--- src/rtl/spi_controller.sv ---
// SPI mode-0 bus master: byte-stream valid/ready in, one-cycle rx strobe out.
// tx_last closes the frame; chained bytes keep csn low through a WAIT state.
module spi_controller #(
  parameter int TICKS_PER_HALF_BIT = 4
) (
  input  logic       clk,
  input  logic       rst,
  input  logic [7:0] tx_data,
  input  logic       tx_last,
  input  logic       tx_valid,
  output logic       tx_ready,
  output logic [7:0] rx_data,
  output logic       rx_valid,
  output logic       spi_sck,
  output logic       spi_csn,
  output logic       spi_sdo,
  input  logic       spi_sdi
);

  localparam int CW = $clog2(TICKS_PER_HALF_BIT + 1);
  localparam logic [CW-1:0] CNT_LAST = CW'(TICKS_PER_HALF_BIT - 1);

  typedef enum logic [2:0] {
    S_IDLE,
    S_SETUP,
    S_SHIFT,
    S_WAIT,
    S_HOLD,
    S_GAP
  } state_t;

  state_t     state, state_n;
  logic [CW-1:0] cnt, cnt_n;
  logic [2:0] bit_idx, bit_idx_n;
  logic [7:0] tx_byte, tx_byte_n;
  logic [7:0] rx_shift, rx_shift_n;
  logic [7:0] rx_data_n;
  logic       last, last_n;
  logic       rx_valid_n, sck_n, csn_n, sdo_n, tx_ready_n;
  logic       half;

  always_ff @(posedge clk or posedge rst) begin
    if (rst) begin
      state    <= S_IDLE;
      cnt      <= '0;
      bit_idx  <= '0;
      tx_byte  <= '0;
      rx_shift <= '0;
      rx_data  <= '0;
      last     <= 1'b0;
      rx_valid <= 1'b0;
      spi_sck  <= 1'b0;
      spi_csn  <= 1'b1;
      spi_sdo  <= 1'b0;
      tx_ready <= 1'b1;
    end else begin
      state    <= state_n;
      cnt      <= cnt_n;
      bit_idx  <= bit_idx_n;
      tx_byte  <= tx_byte_n;
      rx_shift <= rx_shift_n;
      rx_data  <= rx_data_n;
      last     <= last_n;
      rx_valid <= rx_valid_n;
      spi_sck  <= sck_n;
      spi_csn  <= csn_n;
      spi_sdo  <= sdo_n;
      tx_ready <= tx_ready_n;
    end
  end

  // sck only toggles in SHIFT on a counter wrap, so it cannot glitch elsewhere
  always_comb begin
    state_n    = state;
    cnt_n      = '0;
    bit_idx_n  = bit_idx;
    tx_byte_n  = tx_byte;
    rx_shift_n = rx_shift;
    rx_data_n  = rx_data;
    last_n     = last;
    rx_valid_n = 1'b0;
    sck_n      = 1'b0;
    csn_n      = spi_csn;
    sdo_n      = spi_sdo;
    tx_ready_n = tx_ready;
    half       = (cnt == CNT_LAST);

    case (state)
      S_IDLE, S_WAIT: begin
        if (tx_valid && tx_ready) begin
          tx_byte_n  = tx_data;
          last_n     = tx_last;
          csn_n      = 1'b0;
          sdo_n      = tx_data[7];
          bit_idx_n  = 3'd7;
          tx_ready_n = 1'b0;
          state_n    = S_SETUP;
        end
      end
      S_SETUP: begin
        cnt_n = half ? '0 : cnt + CW'(1);
        if (half) state_n = S_SHIFT;
      end
      S_SHIFT: begin
        cnt_n = half ? '0 : cnt + CW'(1);
        sck_n = spi_sck;
        if (half && !spi_sck) begin
          sck_n      = 1'b1;
          rx_shift_n = {rx_shift[6:0], spi_sdi};
        end else if (half) begin
          sck_n = 1'b0;
          if (bit_idx != 3'd0) begin
            bit_idx_n = bit_idx - 3'd1;
            sdo_n     = tx_byte[bit_idx - 3'd1];
          end else begin
            rx_data_n  = rx_shift;
            rx_valid_n = 1'b1;
            if (last) begin
              state_n = S_HOLD;
            end else begin
              state_n    = S_WAIT;
              tx_ready_n = 1'b1;
            end
          end
        end
      end
      S_HOLD: begin
        cnt_n = half ? '0 : cnt + CW'(1);
        if (half) begin
          csn_n   = 1'b1;
          state_n = S_GAP;
        end
      end
      S_GAP: begin
        cnt_n = half ? '0 : cnt + CW'(1);
        if (half) begin
          state_n    = S_IDLE;
          tx_ready_n = 1'b1;
        end
      end
      default: state_n = S_IDLE;
    endcase
  end

endmodule

--- config.mk ---
export PLATFORM = sky130hd
export DESIGN_NAME = spi_controller
export DESIGN_NICKNAME = d
export VERILOG_FILES = /design/src/rtl/spi_controller.sv
export SDC_FILE = /design/constraint.sdc
export NUM_CORES = 1
export LEC_CHECK = 0
export CAP_MARGIN = 20
export CORE_AREA = 2 2 62 64
export CTS_CLUSTER_SIZE = 10
export DETAILED_ROUTE_END_ITERATION = 8
export DIE_AREA = 0 0 64 66
export HOLD_SLACK_MARGIN = 0.05
export PLACE_DENSITY = 0.75
export SYNTH_ARGS = -nofsm -noshare
export SYNTH_HDL_FRONTEND = slang
export SYNTH_SLANG_ARGS = --single-unit
--- constraint.sdc ---
create_clock -name clk -period 2.1 [get_ports clk]
set_input_delay 0.525 -clock clk [delete_from_list [all_inputs] [get_ports clk]]
set_output_delay 0.525 -clock clk [all_outputs]
set_load 0.01 [all_outputs]
* Word-level counts from Yosys, hierarchy flattened
Index checks and enable logic that the tools add are counted.
Word-level totals: input port bits 13, bits in registers 39, output and inout bits 13, logic and storage cells 88
Cells by class: $lt $le $gt $ge 1, reduce and logical (&&, ||, !) cells 17, multiplexer cells 38, bitwise gates (word level) 2, equal/unequal tests 16, $add $sub $neg 2
Operator list (number):
- two-way mux 3 bit | 14
- two-way mux 1 bit | 18
- != test 2 bit (second input constant) | 9
- case mux 3 bit (5 select lines) | 1
- AND reduction 7 bit | 2
- equality test 3 x 2 -> 1 bit (second input constant) | 3
- equality test 3 bit (second input constant) | 2
- case mux 3 bit (2 select lines) | 1
- nonzero test 3 bit | 2
- AND reduction 5 bit | 1
- < comparator 3 x 4 -> 1 bit (second input constant) | 1
- case mux 1 bit (2 select lines) | 2
- AND reduction 2 bit | 2
- AND reduction 4 bit | 1
- nonzero test 2 bit | 2
- OR reduction 4 bit | 1
- adder 3 x 1 -> 3 bit (second input constant) | 1
- binary-select mux 1 bit (select 3 bit) | 1
- equality test 3 x 1 -> 1 bit (second input constant) | 1
- logical NOT 3 bit | 1
- != test 3 bit (second input constant) | 1
- case mux 1 bit (3 select lines) | 1
- AND reduction 3 bit | 1
- subtractor 3 x 1 -> 3 bit (second input constant) | 1
- 4 further kinds | 6

* Depth between registers and ports, before layout
Gate-level depths: netlist of run 1.
word-level depth 7, depth in mapped cells 6, gate-level depth less buffers 6

* Worst setup path after synthesis of run 1
OpenSTA, ideal clock, no wires.
path type reg2reg, from register cnt[0], to register state[2], path slack 0.283 ns, required time 1.980 ns, arrival 1.697 ns, stages on the path, launching flop included 7, cell sequence dfrtp_1 > ha_1 > nor2b_1 > clkbuf_1 > or3_1 > and4_4 > a41o_1
On the way: word-level cells in the longest chain between the ends 4
RTL lines:
- start: declaration | line 33 | logic [CW-1:0] cnt, cnt_n;
- start signal: assignment | line 58 | cnt <= cnt_n;
- equality test 3 x 2 -> 1 bit (*) | line 86 | half = (cnt == CNT_LAST);
- logical AND 1 bit | line 107 | if (half && !spi_sck) begin
- != test 2 bit (no line)
- AND reduction 7 bit (no line) (*)
- end signal: assignment | line 57 | state <= state_n;
- end: declaration | line 32 | state_t state, state_n;
Every way passes the cells marked *; elsewhere a longest branch is shown, timed or not. A chain may end at the register's enable or synchronous reset.

* Worst setup path in the final report of run 1
from register tx_ready, to output port tx_ready
RTL lines:
- start: declaration | line 11 | output logic tx_ready,
- start signal: assignment | line 68 | tx_ready <= tx_ready_n;
No word-level cell between the ends.

==> flow_metrics.py, run 1 <==
metrics = {
    "sta": {
        "setup_tns_ns": 0,
        "finalSetupViolations": 0,
        "fin_crit_sh": 0.947,
        "skew_ns": 0.00546,
        "tightestPinTransition_ns": 0.482,
        "slew_headroom": 0.679,
        "final.min_clock_period_ns": 1.99,
        "hold_viol": 0,
        "rsz0062_at_grt": "false",
        "final_max_slew_viol_count": 0,
        "fmax_mhz": 503,
    },
    "detailed_routing": {
        "wl_um": 3320,
        "firstDrtPassIters": 4,
        "drtIter0Drc": 76,
        "route.detailed.drc": 0,
        "drtAntennaViolNets": 0,
        "vias_per_cell": 5.55,
        "post_drt_wl_per_cell_um": 15.0,
        "vias": 1227,
    },
    "die": {
        "io_pins": 26,
        "fp.dieArea_um2": 4220,
        "die_y_um": 66,
        "fp-row-count": 22,
        "core_area_um2": 3550,
        "floorplan.initialDensity": 0.505,
        "dieWidth_um": 64,
    },
    "setup_path": {
        "slowest_delay_ns": 0.58,
        "cp_max_fo": 4,
        "cp_num_buf_inv": 1,
        "endpoint_kind": "primary output",
        "crit_path_top_delay_cell": "dfstp_2",
        "crit_chain": "clkdlybuf4s50_1",
        "critPathRequiredTime_ns": 1.57,
        "path_class": "flip-flop to primary output",
        "arrival_ns": 1.46,
        "startpoint_type": "flip-flop",
        "cp_top_family": "flip-flops",
    },
    "finish": {
        "n_fill_cell": 301,
        "nets": 188,
        "fin_area_um2": 2190,
        "layout-drive-gt1-share": 0.277,
        "area_growth_pct": 21.9,
        "diodes": 0,
    },
    "pwr": {
        "cellLeakagePower_uw": 0.00104,
        "pwr_density_cell_nw_per_um2": 540,
        "finalPower_uw": 1180,
        "vdd_ir_drop_max_uv": 425,
    },
    "yosys": {
        "synth.distinct_cells": 41,
        "synth_cells": 140,
        "synth_edf_count": 0,
        "yosysSeqAreaShare": 0.545,
        "synthFlopType": "dfrtp_1",
        "synth_seq_cells": 39,
        "syn-num-nets": 156,
        "syn_area_um2": 1790,
        "yosysWarnings": 0,
        "synth.avg_cell_area_um2": 12.8,
        "synthArstFlopShare": 1.00,
    },
    "cts": {
        "cts_buffers": 5,
        "htreeDepth": 2,
        "ctsHoldBuffers": 0,
        "clock-root-buffer": "clkbuf_4",
        "insertion_delay_ns": 0.34,
        "post_cts_resized": 0,
        "clk_pin_slew_ns": 0.12,
        "clkSinkCount": 39,
        "cts_tree": "yes",
        "max-clock-path-buffers": 2,
        "cts_setup_buffers": 0,
    },
    "placement": {
        "gp_congestion": 0.857,
        "port_buffers": 25,
        "hpwlAfterDp_um": 2420,
        "place_area_um2": 2130,
    },
    "grt": {
        "grt_max_degree": 40,
        "grt_overflow": 0,
        "antenna_found_initial": 0,
        "grt_pass1_vias": 1301,
        "grt_pass1_wl_um": 5860,
        "grt_util_all_layers": 0.185,
    },
    "outcome": {
        "status": "completed",
    },
    "job": {
        "max-cap-violations": 0,
    },
    "min_path": {
        "hp-class": "flip-flop to flip-flop",
    },
}
routing by layer:
layer / wire length [µm] / GRT usage / up-vias
met3: 203 / 0.0562 / 6
met2: 1640 / 0.298 / 39
met5: 0 / 0 / -
met4: 48 / 0.0707 / 0
met1: 1430 / 0.234 / 607
li1: - / - / 575
state kept, by name (all words and copies together) (netlist names), 3 cells and up:
register	count
tx_byte	8
bit_idx	3
state	3
rx_shift	8
rx_data	8
cnt	3
cell usage after synthesis (all sizes together), types with 2 or more instances:
master | n | area share
dfstp | 2 | 0.029
and4 | 2 | 0.011
dfrtp | 37 | 0.52
nand2 | 3 | 0.0063
a21oi | 4 | 0.011
nand2b | 3 | 0.010
nor3 | 3 | 0.0084
o21ai | 2 | 0.0056
nor2b | 3 | 0.010
or3 | 3 | 0.010
xnor2 | 2 | 0.0098
a22oi | 2 | 0.0084
mux4 | 2 | 0.025
nor2 | 7 | 0.016
inv | 8 | 0.017
ha | 3 | 0.021
nand3 | 3 | 0.0084
buf | 5 | 0.017
a211oi | 2 | 0.0084
mux2 | 26 | 0.16
cells in the final DEF, fill, tap and decap left out, drive strengths merged, types with 2 or more instances in the layout:
cell | netlist | routed
nand2 | 3 | 3
dfrtp | 37 | 37
clkbuf | 1 | 6
nand2b | 3 | 3
and4 | 2 | 2
ha | 3 | 3
a21oi | 4 | 4
or3 | 3 | 3
buf | 5 | 6
a211oi | 2 | 2
nor2 | 7 | 7
dfstp | 2 | 2
nor3 | 3 | 3
o21ai | 2 | 2
clkdlybuf4s50 | 0 | 25
mux4 | 2 | 2
mux2 | 26 | 26
a22oi | 2 | 2
inv | 8 | 8
xnor2 | 2 | 2
nor2b | 3 | 3
nand3 | 3 | 3
cell families after synthesis:
kind of cell               count (synthesis)  share of synthesized area
DFF                                       39                      0.545
and+or+nand+nor                           34                      0.116
AOI/OAI and AO/OA                         19                     0.0774
muxes                                     29                      0.194
adders and majority gates                  3                     0.0209
xor gates and xnor gates                   2                    0.00976
buffers and inverters                     14                     0.0363
power breakdown:
part | switching, µW | internal, µW
logic | 19.6 | 25.4
clock network | 246 | 129
registers | 4.31 | 757
layout make-up:
cell class,instances,area [µm²],share of cell area
inverter,8,30.0,0.0137
timing repair buffer,31,308,0.141
sequential,39,978,0.447
clock inverter,2,12.5,0.00572
clock buffer,6,41.3,0.0189
multi-input combinational,87,757,0.346
tap,48,60.1,0.0275
path summary, 6_finish.rpt:
kind                          start     endpoint  slack (ns)  cells after the start
min                          cnt[0]       cnt[0]        0.45                      1
max in group asynchronous       rst      spi_csn        1.15                      3
max reg2reg                state[1]  rx_shift[2]        0.18                      4
min reg2reg                  cnt[0]       cnt[0]        0.45                      1
min in group asynchronous       rst   tx_byte[5]        0.59                      3
max                        tx_ready     tx_ready        0.11                      1
stage by stage:
step / hold WS, ns / setup WS, ns / util / cells
2_1_floorplan: 0.410 / 0.283 / - / 140
3_3_place_gp: 0.422 / 0.0551 / 0.601 / 213
3_5_place_dp: 0.441 / 0.0425 / 0.601 / 213
4_1_cts: 0.458 / 0.0998 / 0.616 / 221
5_1_grt: 0.473 / 0.0480 / 0.616 / 221
6_report: 0.453 / 0.111 / 0.616 / 221
Note: power is estimated with default switching activity, not from simulation.
==> inputs of run 2 (changes only) <==
ABC_CLOCK_PERIOD_IN_PS = 2100   (was default)
==> results of run 2 <==
Same layout as run 1: the final DEF is identical, and so are final timing and power.
==> inputs of run 3 (changes only) <==
ABC_CLOCK_PERIOD_IN_PS = default   (was 2100)
REMOVE_ABC_BUFFERS = 1   (was default)
==> run 3 against run 2 <==
Against the previous run: critical path depth unchanged; clock power is 68% higher; total power rose by 22%; die area is the same; critical endpoint unchanged; highest routed layer unchanged.
==> flow_metrics.py, run 3 (synthesis gave the netlist of run 1 again) <==
metrics = {
    "outcome": {
        "status": "completed",
    },
    "finish": {
        "final_common_cell": "dfrtp_1",
        "final_util": 0.629,
        "register_area_um2": 978,
        "multi_input_area_um2": 757,
        "final_cell_mix": "dfrtp_1 (37), mux2_2 (26), clkdlybuf4s50_1 (25)",
        "diodes": 0,
        "layout-drive-gt1-share": 0.287,
        "area_growth_pct": 24.5,
        "reg_top3": "rx_data (8), rx_shift (8), tx_byte (8)",
        "nets": 189,
        "n_fill_cell": 272,
    },
    "sta": {
        "hold_viol": 0,
        "finalSetupViolations": 0,
        "tightestPinTransition_ns": 0.483,
        "final.min_clock_period_ns": 1.99,
        "slew_headroom": 0.678,
        "fin_crit_sh": 0.945,
        "rsz0062_at_grt": "false",
        "setup_tns_ns": 0,
        "final_max_slew_viol_count": 0,
        "fmax_mhz": 504,
        "skew_ns": 0.0154,
    },
    "pwr": {
        "vdd_ir_drop_max_uv": 589,
        "cellLeakagePower_uw": 0.00107,
        "finalPower_uw": 1440,
        "pwr_density_cell_nw_per_um2": 643,
        "seqPwrFrac": 0.530,
        "p_sw_uw": 284,
        "power_frac_comb": 0.032,
        "p_sw_frac": 0.198,
        "p_int_uw": 1150,
        "p_clk_frac": 0.438,
    },
    "cts": {
        "max-clock-path-buffers": 2,
        "insertion_delay_ns": 0.36,
        "cts_setup_buffers": 0,
        "clk_pin_slew_ns": 0.13,
        "post_cts_resized": 0,
        "clkSinkCount": 39,
        "ctsHoldBuffers": 0,
        "clock-root-buffer": "clkbuf_4",
        "cts_tree": "yes",
        "cts_buffers": 5,
        "htreeDepth": 2,
    },
    "die": {
        "fp.dieArea_um2": 4220,
        "core_area_um2": 3550,
        "fp-row-count": 22,
        "floorplan.initialDensity": 0.505,
        "dieWidth_um": 64,
        "die_y_um": 66,
        "io_pins": 26,
    },
    "job": {
        "max-cap-violations": 0,
    },
    "grt": {
        "grt_max_degree": 40,
        "grt_pass1_vias": 1190,
        "antenna_found_initial": 0,
        "grt_util_all_layers": 0.171,
        "grt_overflow": 0,
        "grt_pass1_wl_um": 5420,
    },
    "setup_path": {
        "setup.worst_path.start": "tx_ready",
        "endpoint_kind": "primary output",
        "critPathRequiredTime_ns": 1.57,
        "slowest_delay_ns": 0.58,
        "arrival_ns": 1.46,
        "crit_path_top_delay_cell": "dfstp_2",
        "cp_num_buf_inv": 1,
        "crit_chain": "clkdlybuf4s50_1",
        "cp_max_fo": 4,
        "cp_top_family": "flip-flops",
        "startpoint_type": "flip-flop",
        "r2r-start": "state[0]",
        "path_class": "flip-flop to primary output",
    },
    "detailed_routing": {
        "route.met3.wl_um": 169,
        "top_layer": "met4",
        "route.detailed.drc": 0,
        "vias": 1197,
        "drtIter0Drc": 102,
        "wl_um": 3260,
        "vias_per_cell": 5.39,
        "firstDrtPassIters": 4,
        "met1_length_um": 1510,
        "routed-wl-met2_um": 1530,
        "drtAntennaViolNets": 0,
        "post_drt_wl_per_cell_um": 14.7,
    },
    "min_path": {
        "hp-class": "flip-flop to flip-flop",
        "worstHoldStart": "cnt[0]",
    },
    "placement": {
        "hpwlAfterDp_um": 2350,
        "port_buffers": 25,
        "gp_congestion": 0.954,
    },
}
## run 3: cell types whose count changed in the layout (fill, tap and decap cells not counted)
cell	before	now
buf_4	5	7
bufinv_16	0	2
buf_12	1	0
clkbuf_1	1	0
clkinv_2	1	0
## run 3: path summary, 6_finish.rpt
| path | endpoint | slack (ns) | depth (start not counted) |
|---|---|---|---|
| hold reg to reg | cnt[0] | 0.45 | 1 |
| min in group asynchronous | rx_shift[0] | 0.58 | 3 |
| max in group asynchronous | tx_ready | 1.15 | 3 |
| hold / removal | cnt[0] | 0.45 | 1 |
| setup reg to reg | rx_shift[3] | 0.15 | 4 |
| setup / recovery | tx_ready | 0.11 | 1 |
## run 3: through the flow
step	hold slack [ns]	std cells	setup slack (ns)	instance area [µm²]
6_report	0.448	222	0.115	2230
5_1_grt	0.467	222	0.0356	2230
4_1_cts	0.459	222	0.0977	2230
3_5_place_dp	0.441	214	-0.0341	2130
3_3_place_gp	0.420	214	0.0585	2130
2_1_floorplan	0.410	134	-0.211	1760
## run 3: area by class of cell
cell class | instances | share of cell area
Clock inverter | 3 | 0.0303
Tap cell | 48 | 0.0269
Clock buffer | 5 | 0.0168
Inverter | 8 | 0.0134
Timing Repair Buffer | 32 | 0.136
Multi-Input combinational cell | 87 | 0.339
Sequential cell | 39 | 0.438
## run 3: power by group through the flow
stage               logic (µW)  clock network [µW]  registers [µW]
finish                    45.5                 630             761
global route              50.3                 670             762
CTS                       46.9                 643             761
detailed placement        46.6                   0             775
global placement          45.0                   0             775
floorplan                 17.0                   0             774
## run 3: metal layers
metal  track usage  vias up
li1              -      567
met5             0        -
met2         0.268       35
met4        0.0761        0
met3        0.0511        7
met1         0.220      588
==> RTL edit 1, RTL diff (flow settings as in run 3) <==
`TICKS_PER_HALF_BIT`: 4 -> 8.
--- a/src/rtl/spi_controller.sv
+++ b/src/rtl/spi_controller.sv
@@ -1,7 +1,7 @@
 // SPI mode-0 bus master: byte-stream valid/ready in, one-cycle rx strobe out.
 // tx_last closes the frame; chained bytes keep csn low through a WAIT state.
 module spi_controller #(
-  parameter int TICKS_PER_HALF_BIT = 4
+  parameter int TICKS_PER_HALF_BIT = 8
 ) (
   input  logic       clk,
   input  logic       rst,
Formal check against the unedited RTL: not equivalent (Yosys sat finds a counterexample within 10 cycles, from zero or initial values and one cycle with rst high).
==> RTL edit 1 against run 3 <==
  * Synthesized area grew 7.5%
  * Non-clock buffer count grew 4
  * Routed wire length grew 6.2%
  * Maximum frequency shrank 1.2%
  * First-iteration DRC count grew 2.9%
  * Design area grew 6.1%
  * Synthesized cell count grew 14%
  * Sequential cell count grew 1
  * Worst setup slack lost 25 ps
  * Via count grew 11%
Power is not compared: it rests on default switching activity, and its combinational part moved more than twofold at a synthesized area within 25%.
==> RTL edit 1: results (changes against run 3) <==
[run_status]
status = finished, final reports clean  ; unchanged

[setup_path]
critPathMaxFanout = 5  ; was 4
crit_family = flip-flops  ; unchanged
worst_path_max_delay_cell = dfstp_2  ; unchanged
cp_slowest_stage_delay_ps = 590
cp.arrival_ps = 1480  ; was 1460 ps

[power]
vdd_drop_max_mv = 0.5579
p_leak_nw = 1.068

[finish]
postLayoutCellArea_sq_mm = 0.002370  ; was 0.002233 sq mm
largestRegisters = rx_data: 8 flops, rx_shift: 8 flops, tx_byte: 8 flops  ; unchanged
drive_above_1_share_pct = 24.49  ; was 28.74%
num-nets-final = 211  ; was 189
fillCellCount = 269  ; was 272
diodes = 0  ; unchanged

[clocking]
ctsHtreeMaxLevel = 2  ; unchanged
worst_skew_pair.late_latency_ps = 360  ; about the same
cts_buffer_depth = 2  ; unchanged
cts_setup_buffers = 0  ; unchanged
numCtsBuffers = 5  ; unchanged
cts.clk_slew.worst_paths_ps = 130  ; about the same
cts_root_buf = clkbuf_4  ; unchanged
cts_resized = 0  ; unchanged

[sta]
slew_viol_final = 0  ; unchanged
worst_slew_pin_slew_ps = 477.6  ; was 483.1 ps
clock_skew_ps = 8.121  ; was 15.45 ps

[route]
dr.pass1.iters = 4  ; unchanged
drt_iter0_markers = 105  ; was 102
drt_wl_total_mm = 3.459  ; was 3.258 mm
via_count = 1332  ; was 1,197
routedWlPerCell_um = 14.18  ; was 14.68 um

[logic_synthesis]
synthArstFlopShare_pct = 100.0  ; unchanged
synthTopCellsByArea = dfrtp_1 49%, mux2_2 9.3%, mux2_4 6.2%, dfstp_2 2.7%, o21ai_0 2.6%  ; was dfrtp_1 52%, mux2_2 16%, dfstp_2 2.9%, mux4_2 2.5%, ha_1 2.1%
yosys_warnings = 0  ; unchanged
netlist_top_cells_count = 38 x dfrtp_1, 16 x mux2_2, 10 x nor2_1, 10 x o21ai_0  ; was 37 x dfrtp_1, 26 x mux2_2, 8 x inv_1
syn_avg_cell_area_sq_um = 12.05  ; was 12.82 sq um
yosysSeqAreaShare_pct = 52.04  ; was 54.53%
ys_types = 40  ; was 41

[placed_design]
hpwl_mm = 2.506  ; was 2.352 mm
gp_congestion = 0.9611  ; was 0.9542
post-place-ws_ps = 111.5  ; was -34.10 ps
place_area_sq_mm = 0.002286  ; was 0.002128 sq mm
io_buffers = 25  ; unchanged
dp.cells = 236  ; was 214

[global_routing]
grt_pass1_vias = 1357  ; was 1,190
grt_pass1_wl_mm = 6.106  ; was 5.423 mm
grt_use_total_pct = 19.08  ; was 17.10%
antenna_found_initial = 0  ; unchanged
grt_max_degree = 41  ; was 40

[worst_hold_path]
min_path_type = register to register  ; unchanged

[RTL edit 1: power by group]
part | internal, mW | switching [mW]
Sequential | 0.963 | 0.117
Clock | 0.254 | 0.274
Combinational | 0.408 | 0.357
Total | 1.62 | 0.748
[RTL edit 1: cells by family after synthesis]
logic type / synth area share, %
AOI/OAI and AO/OA: 9.605
xor gates and xnor gates: 2.725
adders and majority gates: 1.947
buffers and inverters: 4.023
DFF: 52.04
muxes: 18.43
and+or+nand+nor: 11.23
[RTL edit 1: final timing paths]
| path | startpoint | to | slack [ps] | cells past startpoint |
|---|---|---|---|---|
| max | tx_ready | tx_ready | 90 | 1 |
| min | cnt[0] | cnt[0] | 490 | 1 |
| max reg2reg | state[0] | rx_shift[4] | 140 | 3 |
| min reg2reg | cnt[0] | cnt[0] | 490 | 1 |
| max in group asynchronous | rst | tx_ready | 1350 | 3 |
| min in group asynchronous | rst | rx_data[6] | 500 | 3 |
[RTL edit 1: layout make-up]
type / instances / share of cell area [%]
sequential: 40 / 42.34
multi-input combinational: 104 / 35.74
timing repair buffer: 36 / 14.57
tap: 48 / 2.534
clock inverter: 3 / 1.954
clock buffer: 5 / 1.584
inverter: 8 / 1.267
[RTL edit 1: routing by layer]
metal	global-route usage (%)	share of wire, %	routed length (um)	up-vias
met3	4.940	5.3	182	8
li1	-	-	-	640
met4	8.152	1.7	58	0
met2	31.38	49	1691	37
met5	0	0	0	-
met1	23.90	44	1527	647
[RTL edit 1: worst register-to-register path, cell delays in order, from the launching register on]
cell and delay [ps]:
dfrtp_1 400, or3b_1 490, or3_1 610, mux2_4 370
==> RTL edit 2, RTL diff (config.mk and constraints of run 3) <==
Made on the original files. Make the reset (`rst`) synchronous in one clocked block.
--- a/src/rtl/spi_controller.sv
+++ b/src/rtl/spi_controller.sv
@@ -39,7 +39,7 @@
   logic       rx_valid_n, sck_n, csn_n, sdo_n, tx_ready_n;
   logic       half;
 
-  always_ff @(posedge clk or posedge rst) begin
+  always_ff @(posedge clk) begin
     if (rst) begin
       state    <= S_IDLE;
       cnt      <= '0;
Behaviour: differs if rst is asserted again (counterexample within 4 cycles, from zero or initial values and one cycle with rst high); with rst held inactive, the same outputs for 10 cycles.
==> RTL edit 2 against run 3 <==
  * Via count up 13%
  * Worst hold slack worse by 13 ps
  * Synthesized area down 4.5%
  * Die area unchanged
  * Maximum frequency up 2.0%
  * Register-to-register slack better by 140 ps
  * Worst setup slack better by 39 ps
  * Sequential cell count unchanged
  * Count of clock-buffer cells in the layout up 1
  * Design area down 5.9%
  * Routed wire length down 4.9%
Power is not compared: it rests on default switching activity, and its combinational part moved more than twofold at a synthesized area within 25%.
==> RTL edit 2: results (changes against run 3) <==
[sta]
slew_headroom_pct = 67.70  ; was 67.79%
clock_skew_ps = 14.48  ; was 15.45 ps

[worst_hold_path]
worstHoldStart = cnt[0]  ; unchanged
min_to = cnt[0]  ; unchanged

[setup_path]
r2r_end = bit_idx[2]  ; was rx_shift[3]
r2r-start = cnt[0]  ; was state[0]
reg2reg_slack_ps = 290  ; was 150 ps
worst_path_max_delay_cell = clkdlybuf4s50_1  ; was dfstp_2
crit_family = buffers and inverters  ; was flip-flops
cp.arrival_ps = 1420  ; was 1460 ps
reg2reg_depth = 7  ; was 4
critPathMaxFanout = 6  ; was 4

[run_status]
status = finished, final reports clean  ; unchanged

[logic_synthesis]
synth_flop_cell = dfxtp_1  ; was dfrtp_1
synthArstFlopShare_pct = 0  ; was 100.0%
ys_types = 34  ; was 41
synthTopCellsByArea = dfxtp_1 46%, mux2i_1 9.9%, nor2_1 7.0%, nand2_1 5.3%, a21oi_1 4.4%  ; was dfrtp_1 52%, mux2_2 16%, dfstp_2 2.9%, mux4_2 2.5%, ha_1 2.1%
yosysSeqAreaShare_pct = 45.58  ; was 54.53%
netlist_top_cells_count = 39 x dfxtp_1, 32 x nor2_1, 24 x nand2_1  ; was 37 x dfrtp_1, 26 x mux2_2, 8 x inv_1

[placed_design]
hpwl_mm = 2.088  ; was 2.352 mm
gp_congestion = 0.7933  ; was 0.9542

[finish]
num-nets-final = 229  ; was 189
drive_above_1_share_pct = 9.859  ; was 28.74%
fillCellCount = 325  ; was 272

[global_routing]
grt_pass1_vias = 1209  ; was 1,190
grt_use_total_pct = 16.54  ; was 17.10%
grt_max_degree = 38  ; was 40
grt_pass1_wl_mm = 5.395  ; was 5.423 mm

[route]
routedWlPerCell_um = 11.87  ; was 14.68 um
drt_iter0_markers = 96  ; was 102
via_count = 1353  ; was 1,197

[clocking]
ctsHtreeMaxLevel = 2  ; unchanged
cts_root_buf = clkbuf_4  ; unchanged

[power]
p_leak_nw = 0.8468

RTL edit 2: changes by cell type after synthesis, sizes merged, moves of 3 or more:
cell,delta
a21oi,+13
a311oi,+3
clkbuf,+3
dfrtp,-37
dfxtp,+39
mux2,-26
mux2i,+16
nand2,+21
nand3,-3
nor2,+27
RTL edit 2: how the worst max path moves through the flow:
stage	from	end	slack, ps	cells after the start
floorplan	state[1]	last	420	5
global placement	tx_valid	tx_byte[5]	210	6
detailed placement	tx_valid	tx_byte[0]	170	6
CTS	spi_sck	spi_sck	150	1
global route	spi_sck	spi_sck	130	1
finish	spi_sck	spi_sck	150	1
RTL edit 2: logic make-up after synthesis:
group / after synthesis / share of synthesized area [%]
buffers and inverters: 17 / 5.113
and+or+nand+nor: 78 / 22.57
DFF: 39 / 45.58
xor gates and xnor gates: 2 / 1.023
AOI/OAI and AO/OA: 28 / 10.23
adders and majority gates: 4 / 2.922
muxes: 19 / 12.56
RTL edit 2: power by group through the flow:
stage	clock [mW]	combinational (mW)	sequential (mW)
global placement	0	0.189	0.816
global route	0.654	0.212	0.807
finish	0.615	0.191	0.801
CTS	0.627	0.193	0.801
detailed placement	0	0.192	0.817
floorplan	0	0.117	0.813
RTL edit 2: routing by layer:
layer | wire length, um | GRT usage, % | vias up
li1 | - | - | 682
met1 | 1500 | 20.38 | 636
met2 | 1415 | 26.56 | 26
met3 | 101 | 3.578 | 9
met4 | 80 | 9.783 | 0
met5 | 0 | 0 | -
RTL edit 2: area by class of cell:
cell class	instances	area [sq um]	share of cell area, %
clock inverter	2	60.06	2.857
tap	48	60.06	2.857
inverter	6	22.52	1.071
clock buffer	6	41.29	1.964
multi-input combinational	131	844.6	40.18
timing repair buffer	29	292.8	13.93
sequential	39	780.7	37.14
RTL edit 2: through the flow:
stage	instances	power [mW]	worst slack [ps]	hold WS (ps)	instance area, sq um
final	261	1.607	153.4	434.6	2102
after global routing	261	1.673	130.3	468.5	2102
after CTS	261	1.621	145.6	436.8	2102
after detailed placement	253	1.009	168.9	420.1	2001
after global placement	253	1.005	209.2	410.0	2001
after floorplan	176	0.9302	424.8	399.2	1648
